--- config.mk ---
export PLATFORM = sky130hd
export DESIGN_NAME = hex_char_emitter
export DESIGN_NICKNAME = d
export VERILOG_FILES = /design/src/rtl/hex_emitter_pkg.sv /design/src/rtl/hex_nibble_to_ascii.sv /design/src/rtl/hex_char_emitter.sv
export SDC_FILE = /design/constraint.sdc
export NUM_CORES = 1
export LEC_CHECK = 0
export CAP_MARGIN = 10
export CORE_MARGIN = 1
export CORE_UTILIZATION = 40
export CTS_CLUSTER_DIAMETER = 30
export DETAILED_ROUTE_END_ITERATION = 12
export PLACE_DENSITY = 0.69
export SYNTH_ARGS = -nofsm -noshare
export SYNTH_HDL_FRONTEND = slang
export SYNTH_SLANG_ARGS = --single-unit
--- constraint.sdc ---
create_clock -name clk -period 2.9 [get_ports clk]
set_input_delay 0.58 -clock clk [delete_from_list [all_inputs] [get_ports clk]]
set_output_delay 0.58 -clock clk [all_outputs]
set_load 0.01 [all_outputs]
--- src/rtl/hex_emitter_pkg.sv ---
// Shared types and constants for the hex character emitter.
// Covers the FSM state type, ASCII code points and the digit-count helper.
package hex_emitter_pkg;

    typedef enum logic [1:0] {
        IDLE = 2'd0,
        EMIT = 2'd1,
        NL   = 2'd2
    } state_t;

    localparam logic [7:0] ZERO = 8'h30;
    localparam logic [7:0] UA   = 8'h41;
    localparam logic [7:0] LA   = 8'h61;
    localparam logic [7:0] LF   = 8'h0A;

    function automatic int ndig(input int w);
        return (w + 3) / 4;
    endfunction

endpackage

--- src/rtl/hex_nibble_to_ascii.sv ---
// Combinational map from one hex nibble to its ASCII digit.
// The UPPERCASE parameter selects 'A'-'F' or 'a'-'f'.
module hex_nibble_to_ascii
    import hex_emitter_pkg::*;
#(
    parameter bit UPPERCASE = 1'b1
) (
    input  logic [3:0] nibble_i,
    output logic [7:0] char_o
);

    always_comb begin
        char_o = ZERO + {4'b0000, nibble_i};
        if (nibble_i > 4'd9) begin
            char_o = (UPPERCASE ? UA : LA) + {4'b0000, nibble_i} - 8'd10;
        end
    end

endmodule

--- src/rtl/hex_char_emitter.sv ---
// Streams each accepted word as ASCII hex digits, most significant digit first.
// Define HEX_EMITTER_NEWLINE_EN to append a 0x0A character after every word.
module hex_char_emitter
    import hex_emitter_pkg::*;
#(
    parameter int DATA_W    = 9,
    parameter bit UPPERCASE = 1'b1
) (
    input  logic              clk,
    input  logic              rst_n,
    input  logic              in_valid,
    output logic              in_ready,
    input  logic [DATA_W-1:0] in_data,
    output logic              out_valid,
    input  logic              out_ready,
    output logic [7:0]        out_char,
    output logic              busy,
    output logic [15:0]       words_done
);

    localparam int NDIG   = ndig(DATA_W);
    localparam int WORD_W = 4 * NDIG;
    localparam int IDX_W  = (NDIG > 1) ? $clog2(NDIG) : 1;

    state_t            state_q;
    logic [WORD_W-1:0] word_q;
    logic [IDX_W-1:0]  idx_q;
    logic              in_ready_q;
    logic              out_valid_q;
    logic [7:0]        out_char_q;
    logic [15:0]       words_done_q;

    logic [WORD_W-1:0] in_word;
    logic [IDX_W-1:0]  idx_m1;
    logic [WORD_W-1:0] word_shifted;
    logic [3:0]        nib_d;
    logic [7:0]        char_d;

    // The converter is fed the nibble that will be shown after the next
    // handshake, so out_char can be loaded as a registered value.
    always_comb begin
        in_word      = WORD_W'(in_data);
        idx_m1       = idx_q - 1'b1;
        word_shifted = word_q >> {idx_m1, 2'b00};
        nib_d        = in_word[WORD_W-1 -: 4];
        if (state_q == EMIT) begin
            nib_d = word_shifted[3:0];
        end
    end

    hex_nibble_to_ascii #(
        .UPPERCASE (UPPERCASE)
    ) u_nib2ascii (
        .nibble_i (nib_d),
        .char_o   (char_d)
    );

    always_ff @(posedge clk or negedge rst_n) begin
        if (!rst_n) begin
            state_q      <= IDLE;
            word_q       <= '0;
            idx_q        <= '0;
            in_ready_q   <= 1'b0;
            out_valid_q  <= 1'b0;
            out_char_q   <= '0;
            words_done_q <= '0;
        end else begin
            case (state_q)
                IDLE: begin
                    if (in_valid && in_ready_q) begin
                        word_q      <= in_word;
                        idx_q       <= IDX_W'(NDIG - 1);
                        out_valid_q <= 1'b1;
                        out_char_q  <= char_d;
                        in_ready_q  <= 1'b0;
                        state_q     <= EMIT;
                    end else begin
                        in_ready_q  <= 1'b1;
                    end
                end
                EMIT: begin
                    if (out_ready) begin
                        if (idx_q != '0) begin
                            idx_q      <= idx_m1;
                            out_char_q <= char_d;
                        end else begin
`ifdef HEX_EMITTER_NEWLINE_EN
                            out_char_q   <= LF;
                            state_q      <= NL;
`else
                            words_done_q <= words_done_q + 16'd1;
                            out_valid_q  <= 1'b0;
                            in_ready_q   <= 1'b1;
                            state_q      <= IDLE;
`endif
                        end
                    end
                end
`ifdef HEX_EMITTER_NEWLINE_EN
                NL: begin
                    if (out_ready) begin
                        words_done_q <= words_done_q + 16'd1;
                        out_valid_q  <= 1'b0;
                        in_ready_q   <= 1'b1;
                        state_q      <= IDLE;
                    end
                end
`endif
                default: begin
                    out_valid_q <= 1'b0;
                    in_ready_q  <= 1'b0;
                    state_q     <= IDLE;
                end
            endcase
        end
    end

    assign in_ready   = in_ready_q;
    assign out_valid  = out_valid_q;
    assign out_char   = out_char_q;
    assign busy       = (state_q != IDLE);
    assign words_done = words_done_q;

endmodule
After elaboration in Yosys (flattened, before gate mapping)
Index checks and enable logic that the tools add are counted.
- add/subtract/negate cells: 5
- order comparisons: 1
- equality and inequality tests: 5
- shift operators: 1
- multiplexer cells: 22
- bitwise gates (word level): 1
- reductions and logical operators: 10
- operator list (operator ; number):
    8-bit 2-to-1 mux ; 4
    16-bit by 1-bit adder with 16-bit output (second input constant) ; 1
    8-bit case mux with 2 select lines ; 1
    2-bit 2-to-1 mux ; 6
    9-bit by 4-bit right shift with 4-bit output ; 1
    7-bit by 4-bit adder with 8-bit output (first input constant) ; 1
    2-bit case mux with 2 select lines ; 2
    8-bit by 4-bit subtractor with 8-bit output (second input constant) ; 1
    6-bit by 4-bit adder with 7-bit output (first input constant) ; 1
    1-bit 2-to-1 mux ; 6
    2-bit != test (second input constant) ; 3
    3-bit AND reduction ; 2
    2-bit nonzero test ; 3
    4-bit greater-than comparator (second input constant) ; 1
    4-bit 2-to-1 mux ; 1
    1-bit case mux with 2 select lines ; 2
    2-bit AND reduction ; 2
    4-bit AND reduction ; 1
    2-bit by 1-bit == test with 1-bit output (second input constant) ; 1
    2-bit logical NOT ; 1
    2-bit by 1-bit != test with 1-bit output (second input constant) ; 1
    2-bit by 1-bit subtractor with 2-bit output (second input constant) ; 1
    1-bit logical AND ; 1
    1-bit NOT ; 1
- bits in registers: 39
- input port bits: 13
- output and inout bits: 27
- word-level logic and storage cells: 52

Logic depth before layout (Yosys ltp)
Gate-level depths: netlist of run 1.
- depth after elaboration: 9
- gate-level depth with buffers: 12
- depth with buffers taken out: 11

Modules after synthesis
A second synthesis of run 1 with hierarchy kept.
- cells, all modules: 145
- area, all modules: 1774.2 µm²
- modules (own cells, without submodules) (module ; times used ; cells each ; area each (µm²) ; seq. area each (µm²)):
    hex_char_emitter ; 1 ; 130 ; 1654.1 ; 925.9
    hex_nibble_to_ascii ; 1 ; 15 ; 120.1 ; 0.0

Least setup slack after synthesis of run 1
No wires, ideal clock.
- path kind: flip-flop to flip-flop
- from: reg idx_q[0]
- to: reg out_char_q[1] (netlist: out_char[1])
- setup time: 76 ps
- data arrival time: 2776 ps
- required time: 2824 ps
- slack: 47 ps
- stages on the path, launching flop included: 13
- buffers on the path: 1
- clock period less this slack: 2853 ps
- path through: dfrtp_1 buf_8 inv_1 ha_1 mux2_4 a221oi_2 or2_1 inv_1 ha_1 or2_2 a211oi_2 mux2_2 o21ai_1
- word-level cells in the longest chain between the ends: 9
- elaborated cells on any way between the ends: 15
- those cells by class: add/sub (4); order compare (1); eq/ne (1); shift (1); mux (6); reduce/logical (2)
- ends and longest elaborated chain (item ; line ; text):
    start: declaration ; hex_char_emitter.sv:27 ; logic [IDX_W-1:0] idx_q;
    start signal: assignment ; hex_char_emitter.sv:72 ; idx_q <= IDX_W'(NDIG - 1);
    start signal: assignment ; hex_char_emitter.sv:84 ; idx_q <= idx_m1;
    2-bit by 1-bit subtractor with 2-bit output ; hex_char_emitter.sv:43 ; idx_m1 = idx_q - 1'b1;
    9-bit by 4-bit right shift with 4-bit output ; hex_char_emitter.sv:44 ; word_shifted = word_q >> {idx_m1, 2'b00};
    4-bit 2-to-1 mux ; hex_char_emitter.sv:46 ; if (state_q == EMIT) begin
    7-bit by 4-bit adder with 8-bit output ; hex_nibble_to_ascii.sv:15 ; char_o = (UPPERCASE ? UA : LA) + {4'b0000, nibble_i} - 8'd10;
    8-bit by 4-bit subtractor with 8-bit output ; hex_nibble_to_ascii.sv:15 ;
    8-bit 2-to-1 mux ; hex_nibble_to_ascii.sv:14 ; if (nibble_i > 4'd9) begin
    8-bit 2-to-1 mux ; hex_char_emitter.sv:83 ; if (idx_q != '0) begin
    8-bit 2-to-1 mux ; hex_char_emitter.sv:82 ; if (out_ready) begin
    8-bit case mux with 2 select lines ; hex_char_emitter.sv:68 ; case (state_q)
    end signal: assignment ; hex_char_emitter.sv:74 ; out_char_q <= char_d;
    end signal: assignment ; hex_char_emitter.sv:85 ; out_char_q <= char_d;
    end: declaration ; hex_char_emitter.sv:30 ; logic [7:0] out_char_q;
Several ways; a longest one is shown, not always the timed one. The select of a mux whose other input is x is not followed.
A chain may end at the register's enable or synchronous reset.

Worst setup path in the final report of run 1
Same ends and word-level chain as after synthesis.

==> flow_summary.json, run 1 <==
{
  "synth.avg_cell_area_um2": 11.3,
  "synth_area_um2": 1720,
  "design.core.area_um2": 4060,
  "path_delay_family": "compound AO/OA/AOI/OAI gates",
  "yosys-top-cells-area": "dfrtp_1 52%, mux2_2 7.2%, xnor2_1 6.1%",
  "path_buf_inv": 2,
  "hold_path.class": "reg -> reg",
  "cpPeakStageDelay_ns": 0.37,
  "worstPathMaxFanout": 3,
  "cts.reportedPaths.clkPinSlew_ns": 0.08,
  "slowest_stage": "dfrtp_1",
  "clockBufferDepth": 2,
  "antenna_found_initial": 0,
  "drc": 0,
  "cp.required_ns": 3.12,
  "first_iter_violations": 42,
  "tritoncts": "yes",
  "p_comb_share_pct": 48.5,
  "hold_viol": 0,
  "gp_congestion": 0.801,
  "synth_cell_types": 38,
  "synth_common_cells": "36 x dfrtp_1, 15 x nand2_1, 12 x xnor2_1",
  "multiInputGateArea_um2": 777,
  "clk_latency_ns": 0.29,
  "clock-sinks": 36,
  "syn-num-nets": 169,
  "r2r_slack_ns": 0.04,
  "clock_skew_ns": 0.0122,
  "maxCapViolations": 0,
  "routedWlPerCell_um": 14.5,
  "track_usage_pct": 17.5,
  "dp.final_hpwl_mm": 2.56,
  "ys_ff_latch": 36,
  "syn_inst": 152,
  "synth_edf_count": 0,
  "ys.flop_type": "dfrtp_1",
  "hold-worst-slack_ns": 0.478,
  "yosysTopAreaCell": "dfrtp_1",
  "finalCritPeriodShare_pct": 98.7,
  "utilization_pct": 56.2,
  "critPathKind": "reg -> reg",
  "crit_path_start_kind": "flip-flop",
  "reg2regPathDepth": 11,
  "die_y_um": 67.6,
  "io_buffers": 38,
  "reg2reg_from": "idx_q[0]",
  "switching_share_pct": 36.3,
  "maxSlewViolCount": 0,
  "min_period_ns": 2.86,
  "final_layout_size_suffix_gt1_share_pct": 17.8,
  "vias": 1268,
  "synth_top_area_share_pct": 52.3,
  "cts_buffers": 5,
  "p_leak_nw": 1.00,
  "postRouteAntennaNets": 0,
  "seq_area_frac_synth_pct": 52.3,
  "hp-start": "out_char[6]",
  "clkPwrFrac_pct": 16.6,
  "grt_overflow": 0,
  "cts_root_buf": "clkbuf_8",
  "fp.dieW_um": 67.6,
  "nets": 213,
  "worst_setup_path_end_kind": "flip-flop",
  "holdPathEnd": "out_char[6]",
  "fmax_ghz": 0.349,
  "yosys_warnings": 0,
  "rows": 23,
  "grt_pass1_vias": 1266,
  "synth_most_common_cell": "dfrtp_1",
  "peakVddDrop_mv": 0.470,
  "dieArea_um2": 4570,
  "boundaryPins": 40,
  "p_int_w": 0.00138,
  "antenna_cells": 0,
  "arrival_ns": 3.08,
  "drtPass1Iterations": 4,
  "power_density_nw_per_um2": 952,
  "status": "completed",
  "synth-async-reset-ratio_pct": 100,
  "grt_first_pass_wirelength_mm": 5.76,
  "worstHoldPathCells": 1,
  "p_seq_share_pct": 34.9,
  "setup-violations-final": 0,
  "h-tree-depth": 2,
  "drt-total-wl_mm": 3.58,
  "vias_per_cell": 5.13,
  "crit_chain": "inv_2 -> ha_4 -> mux2_4 -> a221oi_4 -> or2_1 -> inv_1 -> ha_1 -> or2_2 -> a211oi_4 -> mux2_2 -> o21ai_1",
  "syn_to_final_growth_pct": 32.4,
  "cts_hold_buf": 0,
  "p_switching_w": 0.000788,
  "grt_max_degree": 37,
  "num-fill-cells": 345,
  "reg2reg_to": "out_char[1]",
  "initial_core_util_pct": 42.5,
  "regArea_um2": 901
}
-- cell families after synthesis --
family / count (synthesis) / synth area share, %
compound gates: 14 / 5.81
xor+xnor: 15 / 7.63
fa+ha+maj: 4 / 2.90
buf+inv: 13 / 4.43
flops: 36 / 52.3
mux: 15 / 9.88
other cells: 1 / 0.218
simple gates: 54 / 16.8
-- power by group through the flow --
stage | Combinational, W | Clock, W | Sequential (W)
3_3_place_gp | 0.000905 | 0 | 0.000750
2_1_floorplan | 0.000608 | 0 | 0.000773
5_1_grt | 0.00115 | 0.000400 | 0.000777
4_1_cts | 0.000959 | 0.000375 | 0.000753
6_report | 0.00105 | 0.000361 | 0.000758
3_5_place_dp | 0.000947 | 0 | 0.000763
-- state kept, by name, indices dropped and copies added, names as in the netlist --
name        count
words_done     16
out_valid       1
idx_q           2
out_char        7
in_ready        1
word_q          9
-- worst max-delay path by stage --
| stage | startpoint | to | slack (ns) | cells past startpoint |
|---|---|---|---|---|
| floorplan | idx_q[0] | out_char[1] | 0.05 | 12 |
| global placement | idx_q[0] | out_char[1] | 0.16 | 11 |
| detailed placement | idx_q[0] | out_char[1] | 0.03 | 11 |
| CTS | idx_q[0] | out_char[1] | 0.02 | 11 |
| global route | idx_q[0] | out_char[1] | -0.04 | 11 |
| finish | idx_q[0] | out_char[1] | 0.04 | 11 |
-- layout by cell type (no fill, tap or decap), types with 2 or more instances in the layout --
| cell type | synthesis | layout |
|---|---|---|
| clkdlybuf4s50_1 | 0 | 38 |
| dfrtp_1 | 36 | 36 |
| nand2_1 | 15 | 15 |
| xnor2_1 | 12 | 12 |
| mux2_2 | 11 | 11 |
| nor2_1 | 8 | 8 |
| nand3_1 | 7 | 7 |
| nand4_1 | 7 | 7 |
| clkbuf_8 | 0 | 6 |
| buf_4 | 4 | 6 |
| inv_1 | 6 | 4 |
| and2_1 | 3 | 3 |
| xor2_1 | 3 | 3 |
| ha_1 | 4 | 3 |
| or2_1 | 2 | 2 |
| inv_2 | 0 | 2 |
| and3_1 | 2 | 2 |
| nand3b_1 | 2 | 2 |
| mux2i_1 | 2 | 2 |
| a21oi_1 | 2 | 2 |
| a31oi_1 | 2 | 2 |
| o21ai_1 | 2 | 2 |
| a21o_1 | 2 | 2 |
| o21ai_0 | 2 | 2 |
| and4_1 | 2 | 2 |
| clkinv_2 | 0 | 2 |
-- timing repair --
action | CTS | global route
buffers inserted | 0 | 1
gates resized for setup | 0 | 5
endpoints found under the setup margin | 0 | 1
hold endpoints to repair | 0 | 0
-- area by class of cell --
| cell class | instances | share of cell area, % |
|---|---|---|
| Timing Repair Buffer | 44 | 18.7 |
| Clock inverter | 2 | 0.439 |
| Multi-Input combinational cell | 103 | 34.1 |
| Inverter | 6 | 0.987 |
| Tap cell | 50 | 2.74 |
| Clock buffer | 6 | 3.62 |
| Sequential cell | 36 | 39.5 |
-- metal layers --
layer / part of all wire, % / global-route usage [%] / routed length, um
met2: 52 / 29.3 / 1870
met1: 44 / 20.7 / 1570
met5: 0 / 0 / 0
met4: 1.5 / 8.78 / 52
met3: 2.3 / 4.05 / 84
-- per-stage QoR --
stage	total power, W	TNS [ns]	area [um2]	worst slack (ns)	std cells
2_1_floorplan	0.00138	0	1720	0.0472	152
3_3_place_gp	0.00166	0	2150	0.161	238
3_5_place_dp	0.00171	0	2150	0.0338	238
4_1_cts	0.00209	0	2240	0.0213	246
5_1_grt	0.00233	-0.0694	2280	-0.0402	247
6_report	0.00217	0	2280	0.0376	247
Power figures use the tool's default switching activity.
==> inputs of run 2 (changes only) <==
DONT_BUFFER_PORTS = 1   (was unset)
PLACE_DENSITY = unset   (was 0.69)
SLEW_MARGIN = 15   (was unset)
TNS_END_PERCENT = 50   (was unset)
==> run 2 against run 1 <==
Net effect:
- clock skew is 0.0087 ns lower
- setup slack gained 0.075 ns
- combinational power fell by 17%
- non-clock buffer count fell by 38
- hold slack worse by 0.36 ns
- routed wire length decreased by 8.3%
- register-to-register slack improved by 0.07 ns
==> flow_summary.json, run 2 (synthesis results as in run 1) <==
{
  "status": "completed",
  "syn_to_final_growth_pct": 11.0,
  "clock-sinks": 36,
  "p_seq_share_pct": 39.3,
  "critPathKind": "reg -> reg",
  "clkPwrFrac_pct": 17.8,
  "p_leak_nw": 0.864,
  "initial_core_util_pct": 42.5,
  "drtPass1Iterations": 4,
  "fmax_ghz": 0.359,
  "maxSlewHeadroom_pct": 62.7,
  "slowest_stage": "dfrtp_1",
  "utilization_pct": 47.1,
  "clock_skew_ns": 0.00351,
  "path_common_cell": "inv_1",
  "p_comb_share_pct": 42.9,
  "mostFrequentLayoutCell": "dfrtp_1",
  "num-fill-cells": 384,
  "vias": 1161,
  "final_layout_size_suffix_gt1_share_pct": 19.5,
  "final_cell_mix": "36 x dfrtp_1, 15 x nand2_1, 12 x xnor2_1",
  "final_cells": 209,
  "p_int_w": 0.00127,
  "io_buffers": 0,
  "drc": 0,
  "p_switching_w": 0.000756,
  "track_usage_pct": 16.1,
  "maxCapViolations": 0,
  "first_iter_violations": 32,
  "grt_first_pass_wirelength_mm": 5.28,
  "postLayoutCellArea_um2": 1910,
  "nets": 175,
  "routedWlPerCell_um": 15.7,
  "cpPeakStageDelay_ns": 0.38,
  "grt_pass1_vias": 1162,
  "tightestPinTransition_ns": 0.558,
  "worstPathMaxFanout": 5,
  "cts_root_buf": "clkbuf_8",
  "grt_max_degree": 37,
  "dpl_cell_area_um2": 1750,
  "power_density_nw_per_um2": 1060,
  "arrival_ns": 3.00,
  "fp.dieW_um": 67.6,
  "hold_path.class": "in -> async",
  "crit_path_start_kind": "flip-flop",
  "dp.final_hpwl_mm": 2.35,
  "largest_reg_flops": 16,
  "dp.cells": 198,
  "finalCritPeriodShare_pct": 96.1,
  "regArea_um2": 901,
  "antenna_cells": 0,
  "vias_per_cell": 5.56,
  "h-tree-depth": 2,
  "cp.required_ns": 3.12,
  "dieArea_um2": 4570,
  "tritoncts": "yes",
  "postRouteAntennaNets": 0,
  "min_period_ns": 2.79,
  "drt-total-wl_mm": 3.28,
  "clockBufferDepth": 2,
  "rows": 23,
  "maxSlewViolCount": 0,
  "design.core.area_um2": 4060,
  "peakVddDrop_mv": 0.619,
  "die_y_um": 67.6,
  "grt_overflow": 0,
  "multiInputGateArea_um2": 779,
  "hold_viol": 0,
  "switching_share_pct": 37.4,
  "boundaryPins": 40,
  "worst_setup_path_end_kind": "flip-flop",
  "crit_chain": "inv_1 -> ha_4 -> buf_4 -> and2b_2 -> a221oi_4 -> or2_1 -> inv_1 -> ha_1 -> or2_4 -> a211oi_4 -> mux2_2 -> o21ai_1",
  "clk_latency_ns": 0.28,
  "cts.reportedPaths.clkPinSlew_ns": 0.07,
  "setup-violations-final": 0,
  "antenna_found_initial": 0,
  "gp_congestion": 0.865,
  "cts_buffers": 5
}
==> run 2: worst max-delay path: cells and delay by family (launching register included) <==
family                   cells  cell delay (ns)
multiplexers                 1             0.37
AO/OA/AOI/OAI                3             0.66
AND/OR/NAND/NOR              3             0.64
buffers and inverters        3             0.31
flip-flops                   1             0.38
adder cells (fa/ha/maj)      2             0.37
==> run 2: repair_timing <==
| action | CTS | global route |
|---|---|---|
| hold buffers | 1 | 0 |
| setup endpoints to repair | 0 | 5 |
| hold endpoints to repair | 36 | 0 |
| buffers inserted | 0 | 2 |
| gates resized for setup | 0 | 4 |
==> run 2: path summary, 6_finish.rpt <==
check	startpoint	to	slack [ns]	cells after the start
max	idx_q[0]	out_char[1]	0.11	12
min	rst_n	words_done[13]	0.12	1
max reg2reg	idx_q[0]	out_char[1]	0.11	12
min reg2reg	word_q[5]	word_q[5]	0.50	1
max in group asynchronous	rst_n	word_q[2]	2.59	1
min in group clk	in_data[1]	word_q[1]	0.44	1
==> run 2: layer usage <==
layer  share of wire (%)  track usage (%)  up-vias
met5                   0                0        -
li1                    -                -      532
met4                 2.7             8.24        0
met2                  47             26.0       42
met1                  41             17.7      577
met3                 8.4             7.43       10
==> run 2: stage by stage <==
stage | setup TNS (ns) | hold WS (ns) | setup WS, ns | total power [W]
2_1_floorplan | 0 | 0.284 | 0.0472 | 0.00138
3_3_place_gp | 0 | 0.285 | 0.153 | 0.00148
3_5_place_dp | 0 | 0.285 | 0.0287 | 0.00153
4_1_cts | 0 | 0.125 | 0.00532 | 0.00191
5_1_grt | -0.0233 | 0.115 | -0.0233 | 0.00218
6_report | 0 | 0.122 | 0.112 | 0.00202
==> run 2: layout make-up <==
type	count	area share, %
Inverter	6	1.18
Tap cell	50	3.27
Timing Repair Buffer	6	3.01
Multi-Input combinational cell	103	40.7
Sequential cell	36	47.1
Clock buffer	8	4.71
==> run 2: power groups by stage <==
stage	Sequential (W)	Combinational (W)	Clock [W]
final	0.000796	0.000869	0.000359
after global routing	0.000819	0.000965	0.000393
after CTS	0.000794	0.000745	0.000372
after detailed placement	0.000804	0.000728	0
after global placement	0.000796	0.000687	0
after floorplan	0.000773	0.000608	0
==> RTL change: new RTL, config.mk and constraints of run 2 <==
Reset style: synchronous (`rst_n`), changed in one clocked block.
--- a/src/rtl/hex_char_emitter.sv
+++ b/src/rtl/hex_char_emitter.sv
@@ -55,7 +55,7 @@
         .char_o   (char_d)
     );
 
-    always_ff @(posedge clk or negedge rst_n) begin
+    always_ff @(posedge clk) begin
         if (!rst_n) begin
             state_q      <= IDLE;
             word_q       <= '0;
Check against the original RTL: differs if rst_n is asserted again (counterexample within 4 cycles, from zero or initial values and one cycle with rst_n low); with rst_n held inactive, the same outputs for 10 cycles.
==> RTL change against run 2 <==
Setup slack better by 0.27 ns. Critical path depth down 2. Sequential cell count unchanged. Routed wire length up 5.8%. Design area fell by 7.9%. Via count up 16%. Synthesized area shrank 2.9%.
Power is not compared: it rests on default switching activity, and its combinational part moved more than twofold at a synthesized area within 25%.
==> RTL change: results (changes against run 2) <==
[status]
status = completed

[clock_network]
cts_buffers = 5  ; unchanged
post-cts-setup-buffer-count = 0  ; unchanged
root_buffer = clkbuf_8
clk_pin_slew_worst_paths_ns = 0.07  ; about the same

[final_layout]
seq_area_sq_um = 720.7  ; -20%
fillers = 408  ; +6.3%
fin_nets = 211  ; +21%
drive_above_1_share_pct = 7.732  ; -12 points
final_util_pct = 44.04  ; -3.1 points

[sta]
fin_skew_ns = 0.004141  ; +0.0006343 ns
max_slew_margin_pct = 63.36  ; +0.67 points
hold_slack_ns = 0.4106  ; +0.2891 ns

[placement]
dp_cells = 237  ; +20%
place_ws_ns = 0.4028  ; +0.3741 ns
gp_congestion = 0.7458  ; -14%
hpwl_mm = 2.532  ; +7.6%

[global_routing]
grt_pass1_wl_mm = 5.809  ; +10%
track_usage_pct = 17.55  ; +1.4 points
grt_start_max_net_pins = 18  ; -51%

[setup_path]
arrival_ns = 2.74  ; -0.26 ns
crit_path_start_kind = flip-flop
r2r_slack_ns = 0.38  ; +0.27 ns
cp_max_fo = 6  ; +1
ff2ff_path_depth = 10  ; -2
cp_slowest_cell = dfxtp_1
max_stage_delay_ns = 0.45  ; +0.07 ns
startpoint = idx_q[0]
r2r-end = out_char[1]

[logic_synthesis]
synthFlopType = dfxtp_1
synth_cell_types = 42  ; +11%
yosysWarningCount = 0  ; unchanged
synth_edf_count = 0  ; unchanged
syn_inst = 198  ; +30%
synth_nets = 215  ; +27%
synth-seq-area-share_pct = 43.08  ; -9.2 points
yosys-top-cells-count = dfxtp_1, nand2_1, a21oi_1
async_reset_ff_share_pct = 0  ; -100 points
ys_top_cells_by_area = dfxtp_1, nand2_1, a21oi_1, xnor2_1, ha_1

[min_path]
worstHoldStart = rst_n
min_path_type = primary input to flip-flop

[power]
p_leak_nw = 0.6025

[drt]
drt-vias-per-instance = 5.504  ; -0.92%
wl_mm = 3.471  ; +5.8%
via_count = 1343  ; +16%
first_iter_violations = 79  ; +150%

RTL change: worst reg2reg max path, stage by stage, from the launching register on:
cell,delay [ns]
dfxtp_1,0.45
inv_1,0.12
ha_1,0.39
nand2_1,0.12
o221a_2,0.32
inv_1,0.07
ha_1,0.13
nor2_1,0.05
o2111ai_2,0.29
mux2_2,0.37
a21oi_1,0.14
RTL change: worst max-delay path by stage:
stage,end,slack [ns],cells past startpoint
final,out_char[1],0.38,10
after global routing,out_char[1],0.18,10
after CTS,out_char[1],0.38,10
after detailed placement,out_char[1],0.40,10
after global placement,out_char[1],0.55,10
after floorplan,out_char[1],0.65,11
RTL change: power groups by stage:
stage	Sequential, mW	Clock, mW	Combinational, mW
after floorplan	0.531	0	0.0551
after global placement	0.534	0	0.0623
after detailed placement	0.534	0	0.0646
after CTS	0.522	0.343	0.0649
after global routing	0.524	0.366	0.0732
final	0.522	0.336	0.0645
RTL change: area by class of cell:
cell class,instances,share of cell area [%]
clock buffers,6,4.119
clock inverters,1,0.2841
inverters,8,1.705
multi-input cells,141,48.58
flip-flops and latches,36,40.91
well taps,50,3.551
repair buffers,2,0.8523
RTL change: kinds of logic (layout without fill, tap and decap cells):
group	Yosys count	in the layout	share of synthesized area (%)
compound gates	39	39	14.44
xor+xnor	9	9	4.712
fa+ha+maj	4	4	2.992
buf+inv	21	17	5.759
flops	36	36	43.08
mux	7	7	4.488
other cells	1	1	0.2242
simple gates	81	81	24.31
RTL change: routing by layer:
metal | wire length (um) | share of wire (%) | up-vias | GRT usage, %
li1 | - | - | 676 | -
met1 | 1479 | 43 | 626 | 20.56
met2 | 1714 | 49 | 35 | 28.79
met3 | 207 | 6.0 | 6 | 5.651
met4 | 70 | 2.0 | 0 | 7.979
met5 | 0 | 0 | - | 0
